===== src/rtl/uart_tx_fifo.sv =====
// Buffered UART transmitter: byte FIFO feeding a frame serialiser with programmable
// baud divider, 5-8 data bits, optional parity, 1/2 stop bits and break generation.
module uart_tx_fifo #(
    parameter int FIFO_DEPTH = 8,
    parameter int DIV_W      = 16
) (
    input  logic                          clk_i,
    input  logic                          rstn_i,
    input  logic                          cfg_en_i,
    input  logic [DIV_W-1:0]              cfg_div_i,
    input  logic                          cfg_parity_en_i,
    input  logic                          cfg_parity_odd_i,
    input  logic [1:0]                    cfg_bits_i,
    input  logic                          cfg_stop_bits_i,
    input  logic                          cfg_break_i,
    input  logic                          fifo_clr_i,
    input  logic [7:0]                    tx_data_i,
    input  logic                          tx_valid_i,
    output logic                          tx_ready_o,
    output logic                          tx_o,
    output logic                          busy_o,
    output logic [$clog2(FIFO_DEPTH):0]   fifo_level_o
);

    localparam int AW = $clog2(FIFO_DEPTH);
    localparam logic [AW:0] DEPTH_L = FIFO_DEPTH[AW:0];

    typedef enum logic [2:0] {
        IDLE, START, DATA, PARITY, STOP1, STOP2, BRK, BRK_END
    } state_t;

    logic [7:0]       mem [FIFO_DEPTH];
    logic [AW:0]      wr_ptr, rd_ptr, level;
    logic             full, empty, push, pop;
    logic [7:0]       head;

    state_t           state, state_nxt, launch_state;
    logic [DIV_W-1:0] cnt, cnt_nxt;
    logic [2:0]       idx, idx_nxt, last_idx;
    logic             bit_end, brk_release, tx_nxt, parity;

    logic [7:0]       data_r;
    logic [DIV_W-1:0] div_r;
    logic             pe_r, odd_r, stop2_r;
    logic [1:0]       bits_r;

    // Pointers carry one extra wrap bit so full and empty are distinguishable.
    assign level        = wr_ptr - rd_ptr;
    assign full         = (level == DEPTH_L);
    assign empty        = (level == '0);
    assign push         = tx_valid_i & ~full;
    assign head         = mem[rd_ptr[AW-1:0]];
    assign tx_ready_o   = ~full;
    assign fifo_level_o = level;
    assign busy_o       = (state != IDLE) | ~empty;

    always_ff @(posedge clk_i or negedge rstn_i) begin
        if (!rstn_i) begin
            wr_ptr <= '0;
            rd_ptr <= '0;
        end else if (fifo_clr_i) begin
            wr_ptr <= '0;
            rd_ptr <= '0;
        end else begin
            if (push) wr_ptr <= wr_ptr + 1'b1;
            if (pop)  rd_ptr <= rd_ptr + 1'b1;
        end
    end

    always_ff @(posedge clk_i) begin
        if (push && !fifo_clr_i) mem[wr_ptr[AW-1:0]] <= tx_data_i;
    end

    // Frame parameters are frozen at pop so mid-frame config writes cannot corrupt it.
    always_ff @(posedge clk_i) begin
        if (pop) begin
            data_r  <= head;
            div_r   <= cfg_div_i;
            pe_r    <= cfg_parity_en_i;
            odd_r   <= cfg_parity_odd_i;
            bits_r  <= cfg_bits_i;
            stop2_r <= cfg_stop_bits_i;
        end else if (brk_release) begin
            div_r   <= cfg_div_i;
        end
    end

    always_ff @(posedge clk_i or negedge rstn_i) begin
        if (!rstn_i) begin
            state <= IDLE;
            cnt   <= '0;
            idx   <= '0;
            tx_o  <= 1'b1;
        end else begin
            state <= state_nxt;
            cnt   <= cnt_nxt;
            idx   <= idx_nxt;
            tx_o  <= tx_nxt;
        end
    end

    assign bit_end  = (cnt == div_r);
    assign last_idx = 3'd4 + {1'b0, bits_r};

    // Decision taken in IDLE and on the edge ending the last stop bit; break wins over a pop.
    always_comb begin
        launch_state = IDLE;
        if (cfg_break_i)             launch_state = BRK;
        else if (!empty && cfg_en_i) launch_state = START;
    end

    always_comb begin
        state_nxt = state;
        idx_nxt   = idx;
        case (state)
            IDLE:    state_nxt = launch_state;
            START:   if (bit_end) begin
                         state_nxt = DATA;
                         idx_nxt   = '0;
                     end
            DATA:    if (bit_end) begin
                         if (idx == last_idx) state_nxt = pe_r ? PARITY : STOP1;
                         else                 idx_nxt   = idx + 3'd1;
                     end
            PARITY:  if (bit_end) state_nxt = STOP1;
            STOP1:   if (bit_end) state_nxt = stop2_r ? STOP2 : launch_state;
            STOP2:   if (bit_end) state_nxt = launch_state;
            BRK:     if (!cfg_break_i) state_nxt = BRK_END;
            BRK_END: if (bit_end) state_nxt = IDLE;
            default: state_nxt = IDLE;
        endcase

        pop         = (state_nxt == START) && (state != START);
        brk_release = (state == BRK) && (state_nxt == BRK_END);

        if (state_nxt == IDLE || state_nxt == BRK) cnt_nxt = '0;
        else if (state_nxt != state || bit_end)    cnt_nxt = '0;
        else                                       cnt_nxt = cnt + DIV_W'(1);
    end

    assign parity = ^(data_r & (8'hFF >> (2'd3 - bits_r))) ^ odd_r;

    // tx_o is registered from the next state so the line changes on the same edge as the FSM.
    always_comb begin
        tx_nxt = 1'b1;
        case (state_nxt)
            START:   tx_nxt = 1'b0;
            DATA:    tx_nxt = data_r[idx_nxt];
            PARITY:  tx_nxt = parity;
            BRK:     tx_nxt = 1'b0;
            default: tx_nxt = 1'b1;
        endcase
    end

endmodule


===== config.mk =====
export PLATFORM = sky130hd
export DESIGN_NAME = uart_tx_fifo
export DESIGN_NICKNAME = d
export VERILOG_FILES = /design/src/rtl/uart_tx_fifo.sv
export SDC_FILE = /design/constraint.sdc
export NUM_CORES = 1
export LEC_CHECK = 0
export CORE_ASPECT_RATIO = 1.25
export CORE_MARGIN = 2
export CORE_UTILIZATION = 43
export CTS_BUF_LIST = sky130_fd_sc_hd__clkbuf_4 sky130_fd_sc_hd__clkbuf_8 sky130_fd_sc_hd__clkbuf_16
export DETAILED_ROUTE_END_ITERATION = 12
export SETUP_SLACK_MARGIN = 0.2
export SLEW_MARGIN = 20
export SYNTH_ARGS = -nofsm -noshare
export SYNTH_HDL_FRONTEND = slang
export SYNTH_SLANG_ARGS = --single-unit

===== constraint.sdc =====
create_clock -name clk_i -period 5.15 [get_ports clk_i]
set_input_delay 1.03 -clock clk_i [delete_from_list [all_inputs] [get_ports clk_i]]
set_output_delay 1.03 -clock clk_i [all_outputs]
set_load 0.05 [all_outputs]

; ---- Yosys cells after proc, flatten, opt, wreduce, memory -nomap -nowiden
; Memories as Yosys holds them, arrays and structs flattened. A register that Yosys moved wholly into a read port is not among the register bits.
; Index checks and enable logic that the tools add are counted.
[totals]
output_inout_bits = 7
mem_bits_rw = 64
n_memories = 1
mem_bits_ro = 0
latchBits = 0
ff_bits = 52
[mem_list]
columns = name, words, word_bits, read_ports, rd_clocked_by_memory_dff, wr, line_no
row1 = mem, 8, 8, 1, 1, 1, 32  ; logic [7:0] mem [FIFO_DEPTH];
[classes]
n_div = 0
n_addsub = 7
n_reduce_logical = 17
magnitude_cmp = 1
eq_ne = 17
shift = 1
n_mux = 30
bitwise_logic = 6
multipliers = 0
[op_table]
columns = cell, count
row1 = two-way mux 16 bit, 4
row2 = two-way mux 3 bit, 14
row3 = case mux 3 bit (8 select lines), 1
row4 = == test 3 bit (second input constant), 6
row5 = adder 16 x 1 -> 16 bit (second input constant), 1
row6 = == test 16 bit, 1
row7 = two-way mux 4 bit, 4
row8 = == test 3 x 2 -> 1 bit (second input constant), 4
row9 = adder 4 x 1 -> 4 bit (second input constant), 2
row10 = AND 8 bit, 1
row11 = XOR reduction 8 bit, 1
row12 = >> shifter 8 x 2 -> 8 bit (first input constant), 1
row13 = == test 3 x 1 -> 1 bit (second input constant), 2
row14 = logical NOT 3 bit, 2
row15 = case mux 3 bit (2 select lines), 1
row16 = nonzero test 2 bit, 3
row17 = == test 4 bit (second input constant), 1
row18 = logical AND 1 bit, 4
row19 = logical NOT 4 bit, 1
row20 = less-than comparator 3 x 4 -> 1 bit (second input constant), 1
row21 = two-way mux 1 bit, 4
row22 = subtractor 4 bit, 1
row23 = adder 3 x 1 -> 3 bit (second input constant), 1
row24 = adder 3 x 2 -> 3 bit (first input constant), 1
row25 = 14 further kinds, 17

; ---- Logic depth before layout (Yosys ltp)
; Gate-level depths: netlist of the first run.
[depth]
depth_word = 13
ltp_mapped = 14

; ---- Worst setup path before layout of the first run
; No wires, ideal clock.
[synth_path]
path_type = reg-to-reg
from = register rd_ptr[1]
to = register div_r[0], enable pin
arrival_time_ns = 4.517
path_stages_with_launch = 11
slack_ns = 0.221
setup_ns = 0.411
cell_sequence = dfrtp_1 > buf_4 > clkbuf_1 > inv_1 > fa_1 > xor2_1 > or3_1 > o31ai_1 > a2111oi_0 > a2111oi_4 > o21ai_0
[synth_via]
elab_chain_len = 12
elab_cells_between_ends = 15
[synth_lines]
columns = item, line_no
row1 = from (decl), 33  ; logic [AW:0] wr_ptr, rd_ptr, level;
row2 = from (signal assigned), 66  ; if (pop) rd_ptr <= rd_ptr + 1'b1;
row3 = subtractor 4 bit *, 48  ; assign level = wr_ptr - rd_ptr;
row4 = via fifo_level_o[2], 22  ; output logic [$clog2(FIFO_DEPTH):0] fifo_level_o
row5 = logical NOT 4 bit *, 50  ; assign empty = (level == '0);
row6 = logical NOT 1 bit *, 109  ; else if (!empty && cfg_en_i) launch_state = START;
row7 = logical AND 1 bit *, 109
row8 = two-way mux 1 bit *, 109
row9 = two-way mux 3 bit *, 108  ; if (cfg_break_i) launch_state = BRK;
row10 = two-way mux 3 bit (2 in a row), 126  ; STOP1: if (bit_end) state_nxt = stop2_r ? STOP2 : launch_state;
row11 = case mux 3 bit (8 select lines) *, 115  ; case (state)
row12 = == test 3 x 1 -> 1 bit / == test 3 bit (equally long branches), "133, 134"
row13 = logical AND 1 bit (on tied branches), "133, 134"
row14 = nonzero test 2 bit (no source line) *, n/a
row15 = to (signal assigned), 78  ; div_r <= cfg_div_i;
row16 = to (signal assigned), 84  ; div_r <= cfg_div_i;
row17 = to (decl), 43  ; logic [DIV_W-1:0] div_r;
; The timed path passes the listed nets; every way through them passes the cells marked *.
; A chain may end at the register's enable or synchronous reset.

; ---- Worst setup path after layout of the first run
[layout_path]
from = register rd_ptr[0]
to = output port busy_o
[layout_via]
elab_chain_len = 4
[layout_lines]
columns = item, line_no
row1 = subtractor 4 bit, 48
row2 = logical NOT 4 bit, 50
row3 = inverter 1 bit, 55  ; assign busy_o = (state != IDLE) | ~empty;
row4 = OR 1 bit, 55
row5 = to (decl), 21  ; output logic busy_o,
; Every way passes these cells.

==> results of run 1 <==
-- state kept, by name (all words and copies together) (netlist names) --
name	cells
cnt	16
mem	64
tx_o	1
wr_ptr	4
bits_r	2
rd_ptr	4
pe_r	1
state	3
odd_r	1
stop2_r	1
data_r	8
div_r	16
idx	3
-- cell families (layout without fill, tap and decap cells) --
group,Yosys count,after routing,synth area share
xor+xnor,44,44,0.0677
fa+ha+maj,8,8,0.0189
compound gates,51,51,0.0618
mux,19,19,0.0692
buf+inv,29,94,0.0257
simple gates,142,142,0.130
flops,124,124,0.627
-- cell type report --
cell class	instances	area, µm²
multi-input combinational	264	1990
tap	171	214
fill	1103	6240
inverter	13	48.8
clock buffer	18	433
sequential	124	3570
timing repair buffer	50	478
clock inverter	13	144
-- metal layers --
metal	global-route usage	up-vias	part of all wire
met1	0.197	1772	0.41
met4	0.0945	0	0.026
li1	-	1668	-
met2	0.296	60	0.53
met3	0.0438	24	0.032
met5	0	-	0
-- worst min-delay path by stage --
stage,start,to,slack [ps],cells past startpoint
detailed placement,rd_ptr[3],rd_ptr[3],580,2
floorplan,cnt[0],cnt[0],540,1
global route,rd_ptr[3],rd_ptr[3],610,2
CTS,wr_ptr[3],wr_ptr[3],590,2
global placement,wr_ptr[3],wr_ptr[3],570,2
finish,rd_ptr[3],rd_ptr[3],580,2
-- cells in the mapped netlist, drive strengths merged (3+ instances only) --
master	n	area share
nor2b	3	0.0033
nor3	21	0.018
clkbuf	8	0.0077
mux2	3	0.0059
a21oi	14	0.013
ha	7	0.015
buf	7	0.0079
dfrtp	30	0.13
nand4	4	0.0044
nand3	16	0.014
xor2	27	0.042
nand2	42	0.028
inv	12	0.0079
or3	5	0.0057
o31ai	3	0.0048
edfxtp	93	0.49
or4	3	0.0040
a31oi	3	0.0033
nand2b	5	0.0055
nor2	21	0.014
xnor2	17	0.026
nor4	5	0.0099
mux4	16	0.063
nor3b	3	0.0040
or2	3	0.0033
and3	6	0.0066
o21ai	16	0.014
-- power groups by stage --
stage | clock (mW) | combinational [mW] | sequential (mW)
detailed placement | 0 | 0.130 | 1.14
global placement | 0 | 0.127 | 1.14
floorplan | 0 | 0.0693 | 1.13
CTS | 1.18 | 0.130 | 1.12
global route | 1.22 | 0.141 | 1.12
finish | 1.16 | 0.127 | 1.12
-- metrics by stage --
step / worst slack [ps] / total power, mW / cells
after floorplan: 221 / 1.20 / 417
after global placement: 1150 / 1.26 / 622
after detailed placement: 1010 / 1.27 / 622
after CTS: 841 / 2.42 / 653
after global routing: 704 / 2.48 / 653
final: 888 / 2.40 / 653
-- critical path, delay by kind of cell, from the launching register on --
kind / cells / cell delay, ps
fa+ha+maj: 2 / 610
buf+inv: 3 / 1120
simple gates: 3 / 580
xor+xnor: 1 / 150
flops: 1 / 320
==> results.json, run 1 <==
{
  "cp.required_ps": 4120,
  "hold_path_class": "reg -> reg",
  "fin_hold_ws_ps": 577,
  "dp_hpwl_um": 7880,
  "cts_tree": "yes",
  "netlist_instances": 417,
  "p_switching_mw": 0.529,
  "cts_max_path_buffers": 2,
  "htreeDepth": 4,
  "final.setup.tns_ps": 0,
  "grt_pass1_vias": 3609,
  "synth_edf_count": 93,
  "die_w_um": 107,
  "fin_crit_sh": 0.828,
  "rows": 47,
  "dr.first_iter.drc_count": 155,
  "final_common_cell": "edfxtp_1",
  "clkLatencyLatePin_ps": 420,
  "place_area_um2": 6290,
  "sw_frac_of_total": 0.220,
  "final.setup_skew_ps": 6.23,
  "synth_area_um2": 5690,
  "nets": 513,
  "die_y_um": 133,
  "worstMarginPinSlew_ps": 903,
  "drt-total-wl_um": 11500,
  "cts_buffers": 17,
  "yosysWarnings": 0,
  "core_um2": 13100,
  "dieArea_um2": 14200,
  "peakVddDrop_uv": 266,
  "cts.repair.resized": 0,
  "num_io_pins": 42,
  "cp_max_fo": 21,
  "crit_end": "busy_o",
  "rr_startpoint": "rd_ptr[0]",
  "cp-startpoint": "rd_ptr[0]",
  "outcome": "finished, final reports clean",
  "p_int_mw": 1.87,
  "worstSetupStartpointType": "register",
  "area_growth_pct": 20.8,
  "diodes": 0,
  "design_area_um2": 6880,
  "ys.flop_type": "edfxtp_1",
  "fmax_ghz": 0.235,
  "drv_slew": 0,
  "p_leak_nw": 2.41,
  "finalCoreUtilization": 0.524,
  "layout_common_cells": "edfxtp_1 (93), nand2_1 (41), clkdlybuf4s50_1 (41)",
  "critPathMaxStageDelay_ps": 710,
  "cts.sinks": 124,
  "ant_nets": 0,
  "holdBufCountCts": 0,
  "root_buffer": "clkbuf_16",
  "pwr-share-clk": 0.482,
  "syn_nets": 460,
  "p_comb_frac": 0.053,
  "power_density_nw_per_um2": 349,
  "wl_per_cell_um": 17.6,
  "antenna_found_initial": 0,
  "seq_area_frac_synth": 0.627,
  "p_seq_frac": 0.465,
  "cp.arrival_ps": 3230,
  "post-cts-setup-buffer-count": 0,
  "slew_headroom": 0.395,
  "reg2reg_to": "cnt[14]",
  "r2r_cells": 12,
  "cpMaxStageDelayCell": "clkdlybuf4s50_1",
  "io_buffers": 41,
  "post_synth.cell_area_avg_um2": 13.7,
  "start_util": 0.434,
  "num_vias": 3524,
  "crit_type": "reg -> out",
  "ys_ff_latch": 124,
  "drc": 0,
  "finalSetupViolCount": 0,
  "gp_congestion": 0.860,
  "first_pass_iters": 4,
  "period_needed_ps": 4260,
  "synth.distinct_cells": 60,
  "cts.clk_slew.worst_paths_ps": 60,
  "maxCapViolCount": 0,
  "hold_violations": 0,
  "path_cells": "buf_4 -> ha_1 -> inv_1 -> fa_1 -> xor2_1 -> or3_1 -> nor2_1 -> nand2_1 -> clkdlybuf4s50_1",
  "crit_path_end_kind": "output pin",
  "via_per_inst": 5.40,
  "grt_use_total": 0.173,
  "async_flop_share": 0.250,
  "drive_gt1_frac": 0.162,
  "r2r_setup_slack_ps": 1080,
  "rsz0062_at_grt": "false",
  "grt-ovfl-total": 0,
  "grt_max_degree": 32,
  "grt_pass1_wl_um": 18500
}
Note: power is estimated with default switching activity, not from simulation.
==> run 2: changes to the inputs <==
==> constraint.sdc (replaced) <==
create_clock -name clk_i -period 4 [get_ports clk_i]
set_input_delay 0.8 -clock clk_i [delete_from_list [all_inputs] [get_ports clk_i]]
set_output_delay 0.8 -clock clk_i [all_outputs]
set_load 0.05 [all_outputs]
==> run 2 against run 1 <==
Sequential power rose by 29%. Sequential share of layout area down 0.50 points. Combinational power grew 31%. Global-route usage up 0.30 points. Wire length shrank 1.8%. Core utilization grew 0.51 points. Sequential cell count unchanged. Final cell count rose by 1.5%. Die area is the same. Worst setup slack lost 510 ps. Hold slack got worse by 9.7 ps. Clock skew decreased by 0.85 ps. Largest cell class unchanged. Highest routed layer unchanged.
==> results.json, run 2 (synthesis gave the netlist of run 1 again) <==
{
  "grt_max_degree": 32,
  "hold_path_class": "reg -> reg",
  "holdBufCountCts": 0,
  "peakVddDrop_uv": 338,
  "cp.arrival_ps": 2820,
  "crit_type": "reg -> out",
  "diodes": 0,
  "finalCoreUtilization": 0.529,
  "outcome": "finished, final reports clean",
  "drive_gt1_frac": 0.187,
  "nFillCells": 1120,
  "fin_ws_ps": 375,
  "grt-ovfl-total": 0,
  "hold_violations": 0,
  "final.setup_skew_ps": 5.38,
  "fin_cells": 663,
  "cts_max_path_buffers": 2,
  "die_y_um": 133,
  "nets": 523,
  "rows": 47,
  "dpl.cell_count": 632,
  "final.setup.tns_ps": 0,
  "dp_hpwl_um": 7870,
  "drt-total-wl_um": 11300,
  "worstSetupStartpointType": "register",
  "via_per_inst": 5.28,
  "p_leak_nw": 2.46,
  "period_needed_ps": 3620,
  "power_density_nw_per_um2": 433,
  "die_w_um": 107,
  "cts.clk_slew.worst_paths_ps": 50,
  "drc": 0,
  "worstMarginPinSlew_ps": 830,
  "fin_crit_sh": 0.906,
  "area_growth_pct": 21.9,
  "num_vias": 3501,
  "cts_buffers": 17,
  "slew_headroom": 0.447,
  "cts_tree": "yes",
  "root_buffer": "clkbuf_16",
  "preCtsSetupSlack_ps": 385,
  "drv_slew": 0,
  "first_pass_iters": 4,
  "post-cts-setup-buffer-count": 0,
  "ant_nets": 0,
  "core_um2": 13100,
  "cp.required_ps": 3200,
  "cts.repair.resized": 0,
  "dr.first_iter.drc_count": 190,
  "largest_reg_flops": 64,
  "dieArea_um2": 14200,
  "fmax_ghz": 0.276,
  "wl_per_cell_um": 17.0,
  "crit_path_end_kind": "output pin",
  "grt_pass1_vias": 3738,
  "fin_hold_ws_ps": 567,
  "gp_congestion": 0.813,
  "cts.sinks": 124,
  "antenna_found_initial": 0,
  "grt_pass1_wl_um": 18800,
  "grt_use_total": 0.176,
  "num_io_pins": 42,
  "clkLatencyLatePin_ps": 410,
  "htreeDepth": 4,
  "finalSetupViolCount": 0,
  "maxCapViolCount": 0,
  "io_buffers": 41,
  "final_common_cell": "edfxtp_1",
  "cp_max_fo": 9,
  "start_util": 0.434,
  "rsz0062_at_grt": "true",
  "layout_common_cells": "edfxtp_1 (93), nand2_1 (41), clkdlybuf4s50_1 (39)"
}
==> run 2: changes by cell type in the layout (fill, tap and decap cells not counted), sizes merged <==
cell and change:
buf +12, bufinv -1, clkbuf -1, clkdlybuf4s50 -2, clkinv +1, clkinvlp -1
inv +2
==> run 2: worst paths after layout <==
kind	startpoint	to	slack [ps]	cells after the start
max	wr_ptr[1]	fifo_level_o[3]	380	6
min	rd_ptr[3]	rd_ptr[3]	570	2
max reg2reg	wr_ptr[0]	div_r[7]	470	10
min reg2reg	rd_ptr[3]	rd_ptr[3]	570	2
max in group asynchronous	rstn_i	tx_o	2860	2
min in group asynchronous	rstn_i	cnt[14]	800	2
==> run 2: metrics by stage <==
stage                     area, µm²  power, mW
after global routing           6940       3.11
after detailed placement       6400       1.63
final                          6940       3.01
after global placement         6400       1.63
after CTS                      6940       3.04
after floorplan                5730       1.55
==> run 2: worst max-delay path: stages, from the launching register on <==
cell and delay, ps:
dfrtp_1 550, ha_1 290, nor2b_1 120, o21ai_0 210, and3_1 240, or2_2 180, clkdlybuf4s50_1 810
==> run 2: routing by layer <==
metal | up-vias | part of all wire | GRT usage
met1 | 1730 | 0.41 | 0.201
met2 | 66 | 0.54 | 0.314
met5 | - | 0 | 0
met3 | 17 | 0.031 | 0.0498
met4 | 0 | 0.015 | 0.0613
li1 | 1688 | - | -
==> run 2: power by group <==
part           switching [mW]  internal, mW
Clock                   0.551         0.849
Combinational          0.0920        0.0751
Sequential             0.0254          1.41
Total                   0.668          2.34
==> run 2: final cells by class <==
class / count / area (µm²) / area share
inverter: 13 / 48.8 / 0.00703
multi-input combinational: 264 / 2020 / 0.290
timing repair buffer: 60 / 548 / 0.0789
sequential: 124 / 3570 / 0.514
tap: 171 / 214 / 0.0308
clock inverter: 14 / 120 / 0.0173
clock buffer: 17 / 425 / 0.0613
